[src/rtl/edge_span_pkg.sv]
// Shared types and defaults for the edge span measurement stage and its divider.
package edge_span_pkg;

  typedef enum logic [2:0] {
    IDLE  = 3'd0,
    SCAN  = 3'd1,
    CHECK = 3'd2,
    DIV   = 3'd3,
    OUT   = 3'd4
  } span_state_t;

  localparam int unsigned N_EDGES_DEF = 30;
  localparam int unsigned X_W_DEF     = 11;
  localparam int unsigned DIST_W_DEF  = 16;

  // Wide enough that a cast to any practical distance width stays all ones.
  localparam logic [63:0] DIST_NONE = {64{1'b1}};

endpackage

[src/rtl/seq_divider.sv]
// Fixed-latency restoring divider: one quotient bit per cycle, the first bit
// computed on the start cycle, done pulses once the last bit is registered.
module seq_divider #(
  parameter int unsigned DIST_W = 16
) (
  input  logic              clk,
  input  logic              reset_n,
  input  logic              start,
  input  logic [DIST_W-1:0] dividend,
  input  logic [DIST_W-1:0] divisor,
  output logic              done,
  output logic [DIST_W-1:0] quotient
);

  localparam int unsigned CNT_W = $clog2(DIST_W + 1);

  logic              busy_r;
  logic              done_r;
  logic [CNT_W-1:0]  cnt_r;
  logic [DIST_W:0]   rem_r;
  logic [DIST_W-1:0] dvd_r;
  logic [DIST_W-1:0] dvs_r;
  logic [DIST_W-1:0] quo_r;

  logic [DIST_W:0]   rem_in_s;
  logic              bit_in_s;
  logic [DIST_W-1:0] dvs_s;
  logic [DIST_W:0]   shifted_s;
  logic [DIST_W:0]   rem_next_s;
  logic              q_bit_s;

  // One restoring step, fed from the inputs on start and from the registers otherwise.
  always_comb begin
    rem_in_s   = '0;
    bit_in_s   = 1'b0;
    dvs_s      = '0;
    rem_next_s = '0;
    q_bit_s    = 1'b0;
    if (start) begin
      rem_in_s = '0;
      bit_in_s = dividend[DIST_W-1];
      dvs_s    = divisor;
    end else begin
      rem_in_s = rem_r;
      bit_in_s = dvd_r[DIST_W-1];
      dvs_s    = dvs_r;
    end
    shifted_s = {rem_in_s[DIST_W-1:0], bit_in_s};
    if (shifted_s >= {1'b0, dvs_s}) begin
      rem_next_s = shifted_s - {1'b0, dvs_s};
      q_bit_s    = 1'b1;
    end else begin
      rem_next_s = shifted_s;
      q_bit_s    = 1'b0;
    end
  end

  // Iteration state and quotient accumulation.
  always_ff @(posedge clk) begin
    if (!reset_n) begin
      busy_r <= 1'b0;
      done_r <= 1'b0;
      cnt_r  <= '0;
      rem_r  <= '0;
      dvd_r  <= '0;
      dvs_r  <= '0;
      quo_r  <= '0;
    end else begin
      done_r <= 1'b0;
      if (start) begin
        busy_r <= 1'b1;
        cnt_r  <= CNT_W'(DIST_W - 1);
        rem_r  <= rem_next_s;
        dvd_r  <= {dividend[DIST_W-2:0], 1'b0};
        dvs_r  <= divisor;
        quo_r  <= {{(DIST_W-1){1'b0}}, q_bit_s};
      end else if (busy_r) begin
        rem_r <= rem_next_s;
        dvd_r <= {dvd_r[DIST_W-2:0], 1'b0};
        quo_r <= {quo_r[DIST_W-2:0], q_bit_s};
        cnt_r <= cnt_r - CNT_W'(1);
        if (cnt_r == CNT_W'(1)) begin
          busy_r <= 1'b0;
          done_r <= 1'b1;
        end
      end
    end
  end

  assign done     = done_r;
  assign quotient = quo_r;

endmodule

[src/rtl/edge_span_measure.sv]
// Per-frame widest-gap finder over the edge list, with distance estimated as
// DIST_K / width and presented over a valid/ready handshake.
module edge_span_measure
  import edge_span_pkg::*;
#(
  parameter int unsigned     N_EDGES   = N_EDGES_DEF,
  parameter int unsigned     X_W       = X_W_DEF,
  parameter int unsigned     DIST_W    = DIST_W_DEF,
  parameter logic [DIST_W-1:0] DIST_K  = 16'd46080,
  parameter int unsigned     MIN_WIDTH = 4
) (
  input  logic                           clk,
  input  logic                           reset_n,
  input  logic                           frame_done,
  input  logic [N_EDGES-1:0][X_W-1:0]    measured_list,
  input  logic                           result_ready,
  output logic                           result_valid,
  output logic [5:0]                     edge_count,
  output logic [X_W-1:0]                 obj_width,
  output logic [X_W-1:0]                 obj_centre,
  output logic [DIST_W-1:0]              distance,
  output logic                           no_object,
  output logic                           overrun
);

  localparam int unsigned IDX_W    = $clog2(N_EDGES);
  localparam logic [IDX_W-1:0] LAST_IDX = IDX_W'(N_EDGES - 1);

  span_state_t                 state_r;
  logic [N_EDGES-1:0][X_W-1:0] snap_r;
  logic [IDX_W-1:0]            idx_r;
  logic                        stop_r;
  logic [5:0]                  count_r;
  logic [X_W-1:0]              prev_r;
  logic [X_W-1:0]              best_gap_r;
  logic [X_W-1:0]              best_left_r;
  logic [X_W-1:0]              best_right_r;
  logic [X_W-1:0]              width_hold_r;
  logic [X_W-1:0]              centre_hold_r;
  logic                        pend_r;

  logic                        valid_r;
  logic [5:0]                  edge_count_r;
  logic [X_W-1:0]              obj_width_r;
  logic [X_W-1:0]              obj_centre_r;
  logic [DIST_W-1:0]           distance_r;
  logic                        no_object_r;
  logic                        overrun_r;

  logic [X_W-1:0]              cur_s;
  logic [X_W-1:0]              gap_s;
  logic [X_W:0]                sum_s;
  logic                        no_obj_s;
  logic                        div_start_s;
  logic                        div_done_s;
  logic [DIST_W-1:0]           quotient_s;
  logic                        drop_s;
  logic                        out_entry_s;
  logic [X_W-1:0]              res_width_s;
  logic [X_W-1:0]              res_centre_s;
  logic [DIST_W-1:0]           res_dist_s;
  logic                        res_no_obj_s;

  seq_divider #(
    .DIST_W (DIST_W)
  ) u_div (
    .clk      (clk),
    .reset_n  (reset_n),
    .start    (div_start_s),
    .dividend (DIST_K),
    .divisor  (DIST_W'(width_div_s())),
    .done     (div_done_s),
    .quotient (quotient_s)
  );

  function automatic logic [X_W-1:0] width_div_s();
    return best_gap_r;
  endfunction

  // Scan datapath, object decision and the result fields presented on OUT entry.
  always_comb begin
    cur_s        = snap_r[0];
    gap_s        = cur_s - prev_r;
    sum_s        = {1'b0, best_left_r} + {1'b0, best_right_r};
    no_obj_s     = (count_r < 6'd2) || (best_gap_r < X_W'(MIN_WIDTH));
    drop_s       = frame_done && (state_r != IDLE);
    div_start_s  = 1'b0;
    out_entry_s  = 1'b0;
    res_width_s  = '0;
    res_centre_s = '0;
    res_dist_s   = DIST_W'(DIST_NONE);
    res_no_obj_s = 1'b1;
    case (state_r)
      CHECK: begin
        if (no_obj_s) begin
          out_entry_s = 1'b1;
        end else begin
          div_start_s = 1'b1;
        end
      end
      DIV: begin
        if (div_done_s) begin
          out_entry_s  = 1'b1;
          res_width_s  = width_hold_r;
          res_centre_s = centre_hold_r;
          res_dist_s   = quotient_s;
          res_no_obj_s = 1'b0;
        end else begin
          out_entry_s = 1'b0;
        end
      end
      default: begin
        out_entry_s = 1'b0;
      end
    endcase
  end

  // Frame FSM with registered result fields.
  always_ff @(posedge clk) begin
    if (!reset_n) begin
      state_r       <= IDLE;
      snap_r        <= '0;
      idx_r         <= '0;
      stop_r        <= 1'b0;
      count_r       <= '0;
      prev_r        <= '0;
      best_gap_r    <= '0;
      best_left_r   <= '0;
      best_right_r  <= '0;
      width_hold_r  <= '0;
      centre_hold_r <= '0;
      pend_r        <= 1'b0;
      valid_r       <= 1'b0;
      edge_count_r  <= '0;
      obj_width_r   <= '0;
      obj_centre_r  <= '0;
      distance_r    <= '0;
      no_object_r   <= 1'b0;
      overrun_r     <= 1'b0;
    end else begin
      case (state_r)
        IDLE: begin
          if (frame_done) begin
            snap_r       <= measured_list;
            idx_r        <= '0;
            stop_r       <= 1'b0;
            count_r      <= '0;
            prev_r       <= '0;
            best_gap_r   <= '0;
            best_left_r  <= '0;
            best_right_r <= '0;
            state_r      <= SCAN;
          end
        end
        SCAN: begin
          // The first zero entry terminates the list; later entries are ignored.
          if (!stop_r) begin
            if (cur_s == '0) begin
              stop_r <= 1'b1;
            end else begin
              count_r <= count_r + 6'd1;
              if ((idx_r != '0) && (gap_s > best_gap_r)) begin
                best_gap_r   <= gap_s;
                best_left_r  <= prev_r;
                best_right_r <= cur_s;
              end
            end
          end
          prev_r <= cur_s;
          snap_r <= {X_W'(0), snap_r[N_EDGES-1:1]};
          idx_r  <= idx_r + IDX_W'(1);
          if (idx_r == LAST_IDX) begin
            state_r <= CHECK;
          end
        end
        CHECK: begin
          width_hold_r  <= best_gap_r;
          centre_hold_r <= sum_s[X_W:1];
          if (!no_obj_s) begin
            state_r <= DIV;
          end
        end
        DIV: begin
        end
        OUT: begin
          if (result_ready) begin
            valid_r   <= 1'b0;
            overrun_r <= 1'b0;
            state_r   <= IDLE;
          end
        end
        default: begin
          state_r <= IDLE;
        end
      endcase

      if (out_entry_s) begin
        state_r      <= OUT;
        valid_r      <= 1'b1;
        edge_count_r <= count_r;
        obj_width_r  <= res_width_s;
        obj_centre_r <= res_centre_s;
        distance_r   <= res_dist_s;
        no_object_r  <= res_no_obj_s;
        overrun_r    <= pend_r | drop_s;
        pend_r       <= 1'b0;
      end else if (drop_s) begin
        pend_r <= 1'b1;
      end
    end
  end

  assign result_valid = valid_r;
  assign edge_count   = edge_count_r;
  assign obj_width    = obj_width_r;
  assign obj_centre   = obj_centre_r;
  assign distance     = distance_r;
  assign no_object    = no_object_r;
  assign overrun      = overrun_r;

endmodule

[config.mk]
export PLATFORM = sky130hd
export DESIGN_NAME = edge_span_measure
export DESIGN_NICKNAME = d
export VERILOG_FILES = /design/src/rtl/edge_span_pkg.sv /design/src/rtl/seq_divider.sv /design/src/rtl/edge_span_measure.sv
export SDC_FILE = /design/constraint.sdc
export NUM_CORES = 1
export LEC_CHECK = 0
export ABC_AREA = 1
export ABC_CLOCK_PERIOD_IN_PS = 7290
export BUFFER_PORTS_ARGS = -buffer_cell sky130_fd_sc_hd__buf_2
export CAP_MARGIN = 20
export CORE_ASPECT_RATIO = 1.4
export CORE_MARGIN = 2
export CORE_UTILIZATION = 35
export CTS_BUF_LIST = sky130_fd_sc_hd__clkbuf_16
export DETAILED_ROUTE_END_ITERATION = 10
export GPL_TIMING_DRIVEN = 0
export SLEW_MARGIN = 25
export SYNTH_ARGS = -nofsm -noshare
export SYNTH_HDL_FRONTEND = slang
export SYNTH_HIERARCHICAL = 1
export SYNTH_SLANG_ARGS = --single-unit
[constraint.sdc]
create_clock -name clk -period 7.29 [get_ports clk]
set_input_delay 2.187 -clock clk [delete_from_list [all_inputs] [get_ports clk]]
set_output_delay 2.187 -clock clk [all_outputs]
set_load 0.05 [all_outputs]
Yosys cells after proc, flatten, opt, wreduce, memory -nomap -nowiden --
Index checks and enable logic that the tools add are counted.
Word-level totals: bits of input ports 334, register bits 519, logic and storage cells 177, output and inout bits 47
Operators by class: order comparisons 4, bitwise logic cells 4, reductions and logical operators 20, $add $sub $neg 6, eq/ne operators 18, multiplexer cells 66
Operators with widths (number):
- $pmux W330 S2 | 1
- $mux W330 | 1
- $mux W11 | 14
- $mux W16 | 7
- $pmux W11 S2 | 4
- $mux W15 | 2
- $mux W1 | 21
- $mux W6 | 3
- $ge A17 B16 Y1 | 1
- $ne A2 B2 Y1 const B | 8
- $sub A16 B16 Y16 | 1
- $mux W3 | 5
- $pmux W3 S5 | 1
- $reduce_and A5 Y1 | 3
- $add A11 B11 Y12 | 1
- $ne A3 B3 Y1 const B | 4
- $pmux W6 S2 | 1
- $gt A11 B11 Y1 | 1
- $logic_not A11 Y1 | 1
- $lt A11 B3 Y1 const B | 1
- $sub A11 B11 Y11 | 1
- $pmux W5 S2 | 1
- $mux W4 | 2
- $reduce_bool A2 Y1 | 4
- other kinds (22) | 29

Depth between registers and ports, before layout --
depth in word-level cells 9, depth in mapped cells 24, gate-level depth less buffers 24

Modules after synthesis --
The synthesis kept the hierarchy.
Modules (own cells, without submodules):
- edge_span_measure | sequential area each 9188.8 µm², cells each 2604, times used 1, area an instance 19407.4 µm²
- seq_divider | sequential area each 1401.3 µm², cells each 596, times used 1, area an instance 3935.0 µm²

Least setup slack after synthesis --
No wires, ideal clock.
path type register -> register, from register state_r[2], to register u_div.rem_r[4], buffers on the path 3, data required time 7.177 ns, path slack 3.879 ns, arrival time 3.298 ns, clock period less this slack 3.411 ns, setup time 0.113 ns, cell stages (with the launch flop) 23, cells stage by stage dfxtp_1 > nor2_2 > inv_1 > nor2_2 > clkinv_1 > nor2_1 > clkbuf_1 > buf_2 > mux2i_1 > ha_1 > buf_2 > nand2_1 > nand2_1 > nand2_1 > nand2_1 > nand2_1 > nand3_1 > nand2_2 > nand2_4 > inv_2 > nand2_4 > o21ai_1 > nor2_1
Between the ends: cells in the longest elaborated chain, start to end 7, elaborated cells between the ends (all ways) 11, classes of those cells 1 x add/sub; 1 x order compare; 1 x eq/ne; 7 x mux; 1 x reduce/logical
RTL lines:
- from (decl) | RTL line edge_span_measure.sv:29 | span_state_t state_r;
- from (signal assigned) | RTL line edge_span_measure.sv:121 | state_r <= IDLE;
- from (signal assigned) | RTL line edge_span_measure.sv:152 | state_r <= SCAN;
- from (signal assigned) | RTL line edge_span_measure.sv:173 | state_r <= CHECK;
- $eq A3 B2 Y1 * | RTL line edge_span_measure.sv:93 | case (state_r)
- $mux W1 * | RTL line edge_span_measure.sv:93
- via div_start_s | RTL line edge_span_measure.sv:54 | logic div_start_s;
- $mux W1, or another cell as far along | RTL line seq_divider.sv:39 | if (start) begin
- $sub A16 B16 Y16 / $ge A17 B16 Y1 (equally long branches) | RTL line seq_divider.sv:50, seq_divider.sv:49
- $mux W16 | RTL line seq_divider.sv:49 | if (shifted_s >= {1'b0, dvs_s}) begin
- $mux W16 | RTL line seq_divider.sv:77 | end else if (busy_r) begin
- $mux W16 | RTL line seq_divider.sv:70 | if (start) begin
- to (signal assigned) | RTL line seq_divider.sv:73 | rem_r <= rem_next_s;
- to (signal assigned) | RTL line seq_divider.sv:78 | rem_r <= rem_next_s;
- to (decl) | RTL line seq_divider.sv:20 | logic [DIST_W:0] rem_r;
The timed path passes the listed nets; every way through them passes the cells marked *. The select of a mux whose other input is x is not followed. A chain may end at the register's enable or synchronous reset.

Worst setup path after layout --
from register state_r[1], to register u_div.rem_r[4]
Same word-level chain as after synthesis.

==> reports/metrics.yaml <==
detailed_routing:
  num_vias: 22606
  wl_per_cell_um: 17.17
  first_pass_iters: 5
  drtAntennaViolNets: 0
  finalWirelength_mm: 78.36
  post_drt_via_cell_ratio: 4.953
  drtIter0Drc: 1370
  drcViolationCount: 0
global_routing:
  top_usage_layer: "met2"
  grt_pass1_wl_mm: 119.7
  grtUsageMet2: 0.3932
  use_met1: 0.2612
  antenna_found_initial: 29
  grt_usage: 0.2217
  grt_pass1_vias: 21607
  globalRouteMet3Util: 0.04517
  grt_max_degree: 15
  grt-ovfl-total: 0
timing:
  clock_skew_ps: 17.38
  hold_viol_final: 0
  relSlewSlack: 0.3422
  postLayoutSetupSlackWorst_ps: 2380
  finalSetupTns_ps: 0
  rsz0062_at_grt: "false"
  tightest_slew_ps: 986.7
  setup_viol: 0
  min_period_ps: 4910
  fmax_mhz: 203.7
  fin_hold_ws_ps: 439.5
  finalMaxSlewViolations: 0
  fin_crit_sh: 0.6736
min_path:
  min_from: "obj_width[8]"
  hold_depth: 2
  hold_path_class: "flip-flop to flip-flop"
  hold_end: "obj_width[8]"
logic_synthesis:
  ys.flop_type: "dfxtp_1"
  yosysWarnings: 6
  synth_seq_cells: 529
  syn_area_mm2: 0.02334
  yosysTopAreaCell: "dfxtp_1"
  synth-edff-count: 0
  ys_seq_area_frac: 0.4537
  synth-async-reset-ratio: 0
  synth_top_area_frac: 0.4537
  synth_cell_types: 45
  netlist_instances: 3200
  synth_area_leaders: "dfxtp_1 45%, nand2_1 15%, nor2_1 7.9%, o221ai_1 6.0%, a31oi_1 4.4%"
  syn_avg_cell_area_um2: 7.294
clock_network:
  clk_latency_ps: 620
  ctsHoldBuffers: 0
  cts_resized: 0
  cts.clk_slew.worst_paths_ps: 60
  cts_sinks: 529
  root_buffer: "clkbuf_16"
  htreeDepth: 2
  cts_setup_buffers: 0
  cts_buffers: 55
  clk_path_buf_depth: 3
  cts_tree: "built"
floorplanning:
  core_mm2: 0.06628
  die_w_um: 222.3
  die_h_um: 309.6
  std_cell_rows: 112
  die-area_mm2: 0.06880
  num_io_pins: 381
  initial_core_util: 0.3522
power_and_ir_drop:
  intPower_mw: 6.787
  power_frac_comb: 0.399
  p_seq_frac: 0.363
  leakage_nw: 12.39
  peakVddDrop_uv: 222.7
  sw_frac_of_total: 0.4169
  power.density_mw_per_mm2: 413.6
  p_clk_frac: 0.238
  p_sw_mw: 4.853
  total_power_mw: 11.64
critical_path:
  crit_chain: "inv_2 -> nor2_2 -> clkinv_1 -> nor2_1 -> clkbuf_1 -> buf_2 -> mux2i_1 -> ha_1 -> buf_2 -> nand2_1 -> nand2_1 -> nand2_1 -> nand2_1 -> nand2_1 -> nand3_1 -> nand2_2 -> nand2_4 -> inv_2 -> nand2_4 -> o21ai_1 -> nor2_1"
  cp-start-kind: "flip-flop"
  end_kind: "flip-flop"
  ff2ff_path_depth: 21
  worst-path-max-fanout: 10
  worst-r2r-setup-slack_ps: 2380
  cp_slowest_cell: "nor2_1"
  cpPeakStageDelay_ps: 650
  crit_required_ps: 7790
  crit_family: "simple AND/OR/NAND/NOR gates"
  path_class: "flip-flop to flip-flop"
  rr_endpoint: "u_div/rem_r[4]"
  arrival_ps: 5410
  r2r_start: "state_r[1]"
  critPathBufInv: 6
  crit_top_cell: "nand2_1"
placed_design:
  port_buffers: 379
  post-place-ws_ps: 2435
  hpwlAfterDp_mm: 60.92
  gp_congestion: 0.9024
  dp_cells: 4453
  detailed_place.area_mm2: 0.02638
finish:
  post-route-util: 0.4246
  final_area_mm2: 0.02814
  final_cells: 4564
  drive_gt1_frac: 0.1550
  fillerInstances: 7065
  multi_input_area_mm2: 0.01114
  layout.nets: 4045
  regArea_mm2: 0.01059
  area.growth.synth_to_final_pct: 20.57
job:
  cap_viol_max_count: 0
outcome:
  status: "completed"
==> registers in the layout, indices dropped and copies added (netlist names), 15 cells and up <==
register and cells:
distance 16, snap_r 319, u_div/dvd_r 15, u_div/dvs_r 16
u_div/quotient 16, u_div/rem_r 16
==> routing by layer <==
layer	wire, µm	vias to the layer above
li1	-	11492
met1	32250	10279
met2	38420	630
met3	4693	175
met4	2809	30
met5	187	-
==> layout make-up <==
type,count,share of cell area
antenna,12,0.001067
buffer,205,0.03148
clock buffer,56,0.04979
clock inverter,43,0.01183
inverter,213,0.02841
multi-input combinational,2272,0.3958
sequential,529,0.3763
tap,855,0.03801
timing repair buffer,379,0.06740
==> power groups by stage <==
stage	combinational (mW)	sequential [mW]	clock [mW]
floorplan	3.29	4.21	0
global placement	4.62	4.26	0
detailed placement	4.66	4.27	0
CTS	4.67	4.22	2.82
global route	5.25	4.31	2.94
finish	4.65	4.23	2.76
==> synthesized netlist by cell type, types with 3 or more instances <==
cell type,count
a21oi_1,151
or2_2,3
ha_1,53
xnor2_1,4
inv_2,11
and2_1,4
dfxtp_1,529
nor2_1,490
fa_1,3
nor2_8,3
inv_1,201
nand4_1,14
clkbuf_1,110
mux2i_1,14
o221ai_1,160
nand3_1,109
nand2_2,4
nor2_2,4
nor3_1,7
buf_2,81
nand2_4,3
buf_1,10
buf_4,4
a31oi_1,164
nand2_1,939
xor2_1,16
o21ai_0,71
nand3b_1,9
a221oi_1,3
o211ai_1,5
==> placed cells by master, fill, tap and decap left out, drive strengths merged, types with 5 or more instances in the layout <==
| master | synthesis | layout |
|---|---|---|
| mux2i | 14 | 14 |
| nand3b | 9 | 9 |
| nor3 | 7 | 7 |
| nand3 | 109 | 109 |
| inv | 212 | 223 |
| clkbuf | 110 | 166 |
| dfxtp | 529 | 529 |
| nand4 | 14 | 14 |
| a21oi | 151 | 151 |
| nand2 | 946 | 946 |
| o221ai | 160 | 160 |
| conb | 2 | 21 |
| clkinv | 1 | 25 |
| o211ai | 5 | 5 |
| o21ai | 73 | 73 |
| xor2 | 16 | 16 |
| a31oi | 164 | 164 |
| diode | 0 | 12 |
| ha | 53 | 53 |
| nor2 | 499 | 499 |
| buf | 95 | 474 |
==> worst max path at each step <==
stage	start	end	depth (start not counted)
after global placement	state_r[2]	u_div/rem_r[15]	22
after CTS	state_r[2]	u_div/rem_r[15]	22
after detailed placement	state_r[2]	u_div/rem_r[15]	22
after global routing	state_r[2]	u_div/rem_r[11]	23
after floorplan	state_r[2]	u_div/rem_r[4]	22
final	state_r[1]	u_div/rem_r[4]	21
==> worst reg2reg max path, stage by stage (launching register included) <==
cell and delay, ps:
dfxtp_1 440, inv_2 90, nor2_2 270, clkinv_1 350, nor2_1 650, clkbuf_1 540, buf_2 450, mux2i_1 380
ha_1 280, buf_2 160, nand2_1 80, nand2_1 60, nand2_1 80, nand2_1 50, nand2_1 50, nand3_1 110
nand2_2 190, nand2_4 140, inv_2 100, nand2_4 100, o21ai_1 160, nor2_1 50
==> cell families after synthesis <==
kind of cell / synth area share
and+or+nand+nor: 0.2717
AOI/OAI and AO/OA: 0.1576
DFF: 0.4537
buffers and inverters: 0.07220
adders and majority gates: 0.03098
xor gates and xnor gates: 0.007504
muxes: 0.006003
other: 0.0003217
Power figures use the tool's default switching activity.
